`config.mk`:
```
export PLATFORM = sky130hd
export DESIGN_NAME = mole_generator
export DESIGN_NICKNAME = d
export VERILOG_FILES = /design/src/rtl/mole_generator.sv
export SDC_FILE = /design/constraint.sdc
export NUM_CORES = 1
export LEC_CHECK = 0
export CORE_MARGIN = 2
export CORE_UTILIZATION = 50
export CTS_CLUSTER_DIAMETER = 60
export DETAILED_ROUTE_END_ITERATION = 16
export GPL_TIMING_DRIVEN = 0
export HOLD_SLACK_MARGIN = 0.05
export PLACE_DENSITY_LB_ADDON = 0.2
export SLEW_MARGIN = 0
export SYNTH_ARGS = -nofsm -noshare
export SYNTH_HDL_FRONTEND = slang
export SYNTH_SLANG_ARGS = --single-unit
```
`constraint.sdc`:
```
create_clock -name clk -period 5.8 [get_ports clk]
set_clock_uncertainty 0.2 [all_clocks]
set_input_delay 1.16 -clock clk [delete_from_list [all_inputs] [get_ports clk]]
set_output_delay 1.16 -clock clk [all_outputs]
set_load 0.005 [all_outputs]
```
`src/rtl/mole_generator.sv`:
```
// Purpose: picks the whack-a-mole hole and holds it for a dwell that shrinks on every correct hit.
// Latency: enable-from-idle and hit both relocate at the sampling edge; pos/strobe valid the next cycle.
// Backpressure: none; hit is a fire-and-forget pulse, ignored while idle.
//
// Ports:
//   clk          system clock
//   rst          synchronous active-high reset
//   enable       level-sensitive game run
//   hit          one-cycle correct-whack pulse
//   mole_pos     registered current hole, 0..NUM_HOLES-1
//   mole_change  one-cycle strobe in the first cycle a new mole_pos is valid
//   level        hits taken, saturating at 15
module mole_generator #(
  parameter int unsigned NUM_HOLES   = 5,
  parameter int unsigned PERIOD_INIT = 100_000_000,
  parameter int unsigned PERIOD_MIN  = 25_000_000,
  parameter int unsigned PERIOD_STEP = 5_000_000,
  parameter logic [7:0]  LFSR_SEED   = 8'hA5
) (
  input  logic       clk,
  input  logic       rst,
  input  logic       enable,
  input  logic       hit,
  output logic [2:0] mole_pos,
  output logic       mole_change,
  output logic [3:0] level
);

  localparam logic [0:0]  ST_IDLE = 1'b0;
  localparam logic [0:0]  ST_SHOW = 1'b1;

  localparam logic [3:0]  HOLES  = 4'(NUM_HOLES);
  localparam logic [31:0] P_INIT = 32'(PERIOD_INIT);
  localparam logic [31:0] P_MIN  = 32'(PERIOD_MIN);
  localparam logic [31:0] P_STEP = 32'(PERIOD_STEP);

  logic [0:0]  state_q, state_d;
  logic [7:0]  lfsr_q, lfsr_d;
  logic [2:0]  mole_pos_q, mole_pos_d;
  logic        mole_change_q, mole_change_d;
  logic [3:0]  level_q, level_d;
  logic [31:0] period_q, period_d;
  logic [31:0] timer_q, timer_d;

  // Candidate hole from the low LFSR bits, folded into range and then
  // bumped past the current hole so a relocation always moves the mole.
  logic [3:0]  cand_raw;
  logic [3:0]  cand_wrap;
  logic [3:0]  pos_inc;
  logic [2:0]  pick;

  always_comb begin
    cand_raw  = {1'b0, lfsr_q[2:0]};
    cand_wrap = (cand_raw >= HOLES) ? (cand_raw - HOLES) : cand_raw;
    pos_inc   = {1'b0, mole_pos_q} + 4'd1;
    if (cand_wrap == {1'b0, mole_pos_q}) begin
      pick = (pos_inc == HOLES) ? 3'd0 : pos_inc[2:0];
    end else begin
      pick = cand_wrap[2:0];
    end
  end

  logic        relocate;
  logic [31:0] reload_period;

  always_comb begin
    state_d       = state_q;
    // x^8+x^6+x^5+x^4+1: taps at bits 7,5,4,3, shifting towards the MSB.
    lfsr_d        = {lfsr_q[6:0], lfsr_q[7] ^ lfsr_q[5] ^ lfsr_q[4] ^ lfsr_q[3]};
    mole_pos_d    = mole_pos_q;
    mole_change_d = 1'b0;
    level_d       = level_q;
    period_d      = period_q;
    timer_d       = timer_q;
    relocate      = 1'b0;
    reload_period = period_q;

    case (state_q)
      ST_IDLE: begin
        if (enable) begin
          relocate = 1'b1;
          state_d  = ST_SHOW;
        end
      end
      ST_SHOW: begin
        if (!enable) begin
          state_d = ST_IDLE;
        end else if (hit) begin
          // A hit wins over a coincident expiry, and the shortened period
          // already governs the dwell that starts at this relocation.
          level_d       = (level_q == 4'hF) ? level_q : level_q + 4'd1;
          reload_period = (period_q <= P_MIN + P_STEP) ? P_MIN : period_q - P_STEP;
          period_d      = reload_period;
          relocate      = 1'b1;
        end else if (timer_q == 32'd0) begin
          relocate = 1'b1;
        end else begin
          timer_d = timer_q - 32'd1;
        end
      end
      default: state_d = ST_IDLE;
    endcase

    if (relocate) begin
      mole_pos_d    = pick;
      mole_change_d = 1'b1;
      // Counting down to zero inclusive makes pulses exactly `period` apart.
      timer_d       = reload_period - 32'd1;
    end
  end

  always_ff @(posedge clk) begin
    if (rst) begin
      state_q       <= ST_IDLE;
      lfsr_q        <= LFSR_SEED;
      mole_pos_q    <= 3'd0;
      mole_change_q <= 1'b0;
      level_q       <= 4'd0;
      period_q      <= P_INIT;
      timer_q       <= 32'd0;
    end else begin
      state_q       <= state_d;
      lfsr_q        <= lfsr_d;
      mole_pos_q    <= mole_pos_d;
      mole_change_q <= mole_change_d;
      level_q       <= level_d;
      period_q      <= period_d;
      timer_q       <= timer_d;
    end
  end

  assign mole_pos    = mole_pos_q;
  assign mole_change = mole_change_q;
  assign level       = level_q;

endmodule

```
==> results.cfg <==
[critical_path]
critPathLaunchType = input pin
cp_data_required_time_ns = 5.89
crit_slowest_cell = clkdlybuf4s50_1
timing.critical_path.cells = clkdlybuf4s50_1, nor4b_2, nand4_1, or3_4, and2_4, buf_6, clkbuf_1, clkbuf_2, a21oi_1, ha_1, o311a_1, o21a_1, nand3_1, or3_1, a311oi_1
cp.arrival_ns = 5.67
crit_buf_inv = 4
setup.worst_path.end_class = register
worst-setup-path-type = input pin to register
critical-path-max-stage-delay_ns = 0.62
cp_max_fo = 10
critical_path.top_delay_family = simple AND/OR/NAND/NOR gates

[timing]
holdWs_ns = 0.243
finalHoldViolations = 0
rsz_0062_raised_after_global_routing = no
timing.max_slew.rel_slack = 0.323
setup_viol = 0
timing.final.crit_period_ns = 5.58
setup_tns_ns = 0
layout_worst_path_cycle_share = 0.963
fmaxAchievable_mhz = 179
final-max-slew-violation-count = 0
worstMarginPinSlew_ns = 1.00

[floorplanning]
start_util = 0.511
std_cell_rows = 37
die_area_mm2 = 0.0113
num_io_pins = 12
fp.dieW_um = 106
core_area_mm2 = 0.0102
dieHeight_um = 106

[logic_synthesis]
count_of_flip_flops_with_a_built_in_enable_after_synthesis = 0
synth.largest_area_cell = dfxtp_1
postSynthAreaPerCell_um2 = 7.81
synth.cell_area_mm2 = 0.00523
synthFlopType = dfxtp_1
synth_compound_area_frac = 0.244
synth.yosys.seq_area_share = 0.310
synthSimpleGateAreaFrac = 0.285
synth_warnings = 0
ys_ff_latch = 81
top_area_cell_type_share_of_the_netlist_area = 0.310
syn_inst = 669
synth.cells.most_frequent = dfxtp_1 (81), nor2_1 (72), nand2_1 (60), a21oi_1 (44), o21ai_0 (39)
synth_top_family_by_area = simple AND/OR/NAND/NOR gates
synth.area.top_cells = dfxtp_1 (31%), nor2_1 (5.2%), nand2_1 (4.3%)
yosys.area_share.xor_xnor = 0.0553
synth_fa_ha_area_frac = 0.0192
yosys.cell_count.top_type = dfxtp_1
synth_fp_nets = 681
synthArstFlopShare = 0
synth_cell_types = 83
mux_cell_area_share_after_synthesis = 0.0254

[power_and_ir_drop]
power.clock.fraction = 0.305
worst_ir_drop_vdd_uv = 158
power.net_switching_uw = 471
power.share.sequential = 0.459
internal-power_uw = 881
static-leakage-power_uw = 0.00201
power_uw = 1350
combPwrFrac = 0.235
power.density_cell_area_mw_per_mm2 = 237
fraction_of_power_spent_switching_nets = 0.348

[clock_network]
clock_transition_at_path_regs_ns = 0.09
clockBufferDepth = 2
cts_tree = yes
clock-sinks = 81
cts_made_buffers = 9
cts_htree_levels = 3
clk-insertion-delay-late_ns = 0.39
cts_root_buf = clkbuf_8

[route]
final_antenna_net_count = 0
average_routed_wire_per_standard_cell_um = 19.9
drt_first_iter_violations = 641
wirelength_um = 16600
remaining_drc_errors = 0
detail_route.first_pass.iterations = 5
routed_via_density = 6.48
route.vias.total = 5388

[grt]
grt.total_usage = 0.303
grt_pass1_wl_um = 26600
number_of_antenna_violations_at_the_first_check_in_global_routing = 0
grt_start_max_net_pins = 17
grt.overflow.total = 0
vias_in_the_first_global_route = 4984

[final_layout]
multi_input_comb_area_mm2 = 0.00330
nets = 703
num-fill-cells = 992
flow.area_growth_from_synthesis_pct = 9.05
fin_util = 0.557
area.sequential_mm2 = 0.00162
layout-drive-gt1-share = 0.0876
antenna_cells_inserted = 0

[hold_path]
hold_path.class = register to register

[placement]
placer_congestion = 0.994
port-buffer-count = 10
dp_hpwl_um = 12000

[run_status]
outcome = completed

[job]
drv.max_cap_violation_count = 0
-- kinds of logic after synthesis --
group,Yosys count
and+or+nand+nor,290
xor gates and xnor gates,33
muxes,13
DFF,81
AOI/OAI and AO/OA,183
buffers and inverters,61
adders and majority gates,8
-- what timing repair did --
action	4_1_cts	5_1_grt
hold buffers	0	0
endpoints found under the setup margin	0	8
resized for setup	0	4
setup buffers	0	1
-- worst register-to-register path: cells and delay by family (launching register included) --
family	cells	cell delay, ns
fa+ha+maj	1	0.31
compound gates	4	1.06
simple gates	6	2.15
buf+inv	3	0.77
flops	1	0.37
-- per-stage QoR --
step                setup slack [ns]  instances  cell area, um^2
floorplan                       1.35        669             5230
global route                  0.0480        832             5700
detailed placement            -0.277        815             5500
finish                         0.216        832             5700
CTS                            0.109        831             5680
global placement              -0.242        815             5500
-- placed cells by master (no fill, tap or decap), types with 8 or more instances in the layout --
| master | n |
|---|---|
| nor4_1 | 15 |
| o211ai_1 | 10 |
| inv_1 | 15 |
| mux2i_1 | 11 |
| o31ai_1 | 8 |
| a21oi_1 | 44 |
| or3_1 | 14 |
| clkbuf_1 | 33 |
| xnor2_1 | 18 |
| ha_1 | 8 |
| o21ai_0 | 39 |
| xor2_1 | 15 |
| nand3_1 | 21 |
| clkbuf_8 | 12 |
| a211oi_1 | 17 |
| nor3_1 | 31 |
| nor2_1 | 72 |
| nand2_1 | 60 |
| dfxtp_1 | 81 |
| and2_1 | 11 |
| nand4_1 | 10 |
| clkdlybuf4s50_1 | 10 |
| and3_1 | 9 |
-- flip-flops by register name, summed over array words and instances, names as in the netlist --
name	count
lfsr_q	8
period_q	32
timer_q	32
level	4
mole_pos	3
mole_change	1
state_q	1
-- routing by layer --
| layer | GRT usage | up-vias | part of all wire |
|---|---|---|---|
| met3 | 0.0484 | 32 | 0.084 |
| met1 | 0.424 | 2557 | 0.45 |
| li1 | - | 2515 | - |
| met5 | 0 | - | 0 |
| met2 | 0.466 | 284 | 0.44 |
| met4 | 0.117 | 0 | 0.023 |
-- worst paths after layout --
| check | start | to | slack [ns] | cells after the start |
|---|---|---|---|---|
| hold reg to reg | lfsr_q[6] | lfsr_q[7] | 0.24 | 1 |
| setup / recovery | enable | timer_q[20] | 0.22 | 15 |
| setup reg to reg | timer_q[8] | timer_q[20] | 0.85 | 14 |
| hold / removal | lfsr_q[6] | lfsr_q[7] | 0.24 | 1 |
-- power groups by stage --
stage	Clock [uW]	Combinational, uW	Sequential (uW)
global placement	0	304	630
global route	439	348	625
detailed placement	0	308	632
CTS	417	309	619
floorplan	0	232	623
finish	413	318	621
-- cell type report --
| type | count | share of cell area |
|---|---|---|
| Timing Repair Buffer | 11 | 0.0189 |
| Clock inverter | 7 | 0.0101 |
| Buffer | 46 | 0.0459 |
| Inverter | 15 | 0.00988 |
| Sequential cell | 81 | 0.285 |
| Clock buffer | 9 | 0.0217 |
| Multi-Input combinational cell | 527 | 0.579 |
| Tap cell | 136 | 0.0299 |
No activity file was read; power rests on OpenSTA's default activity.
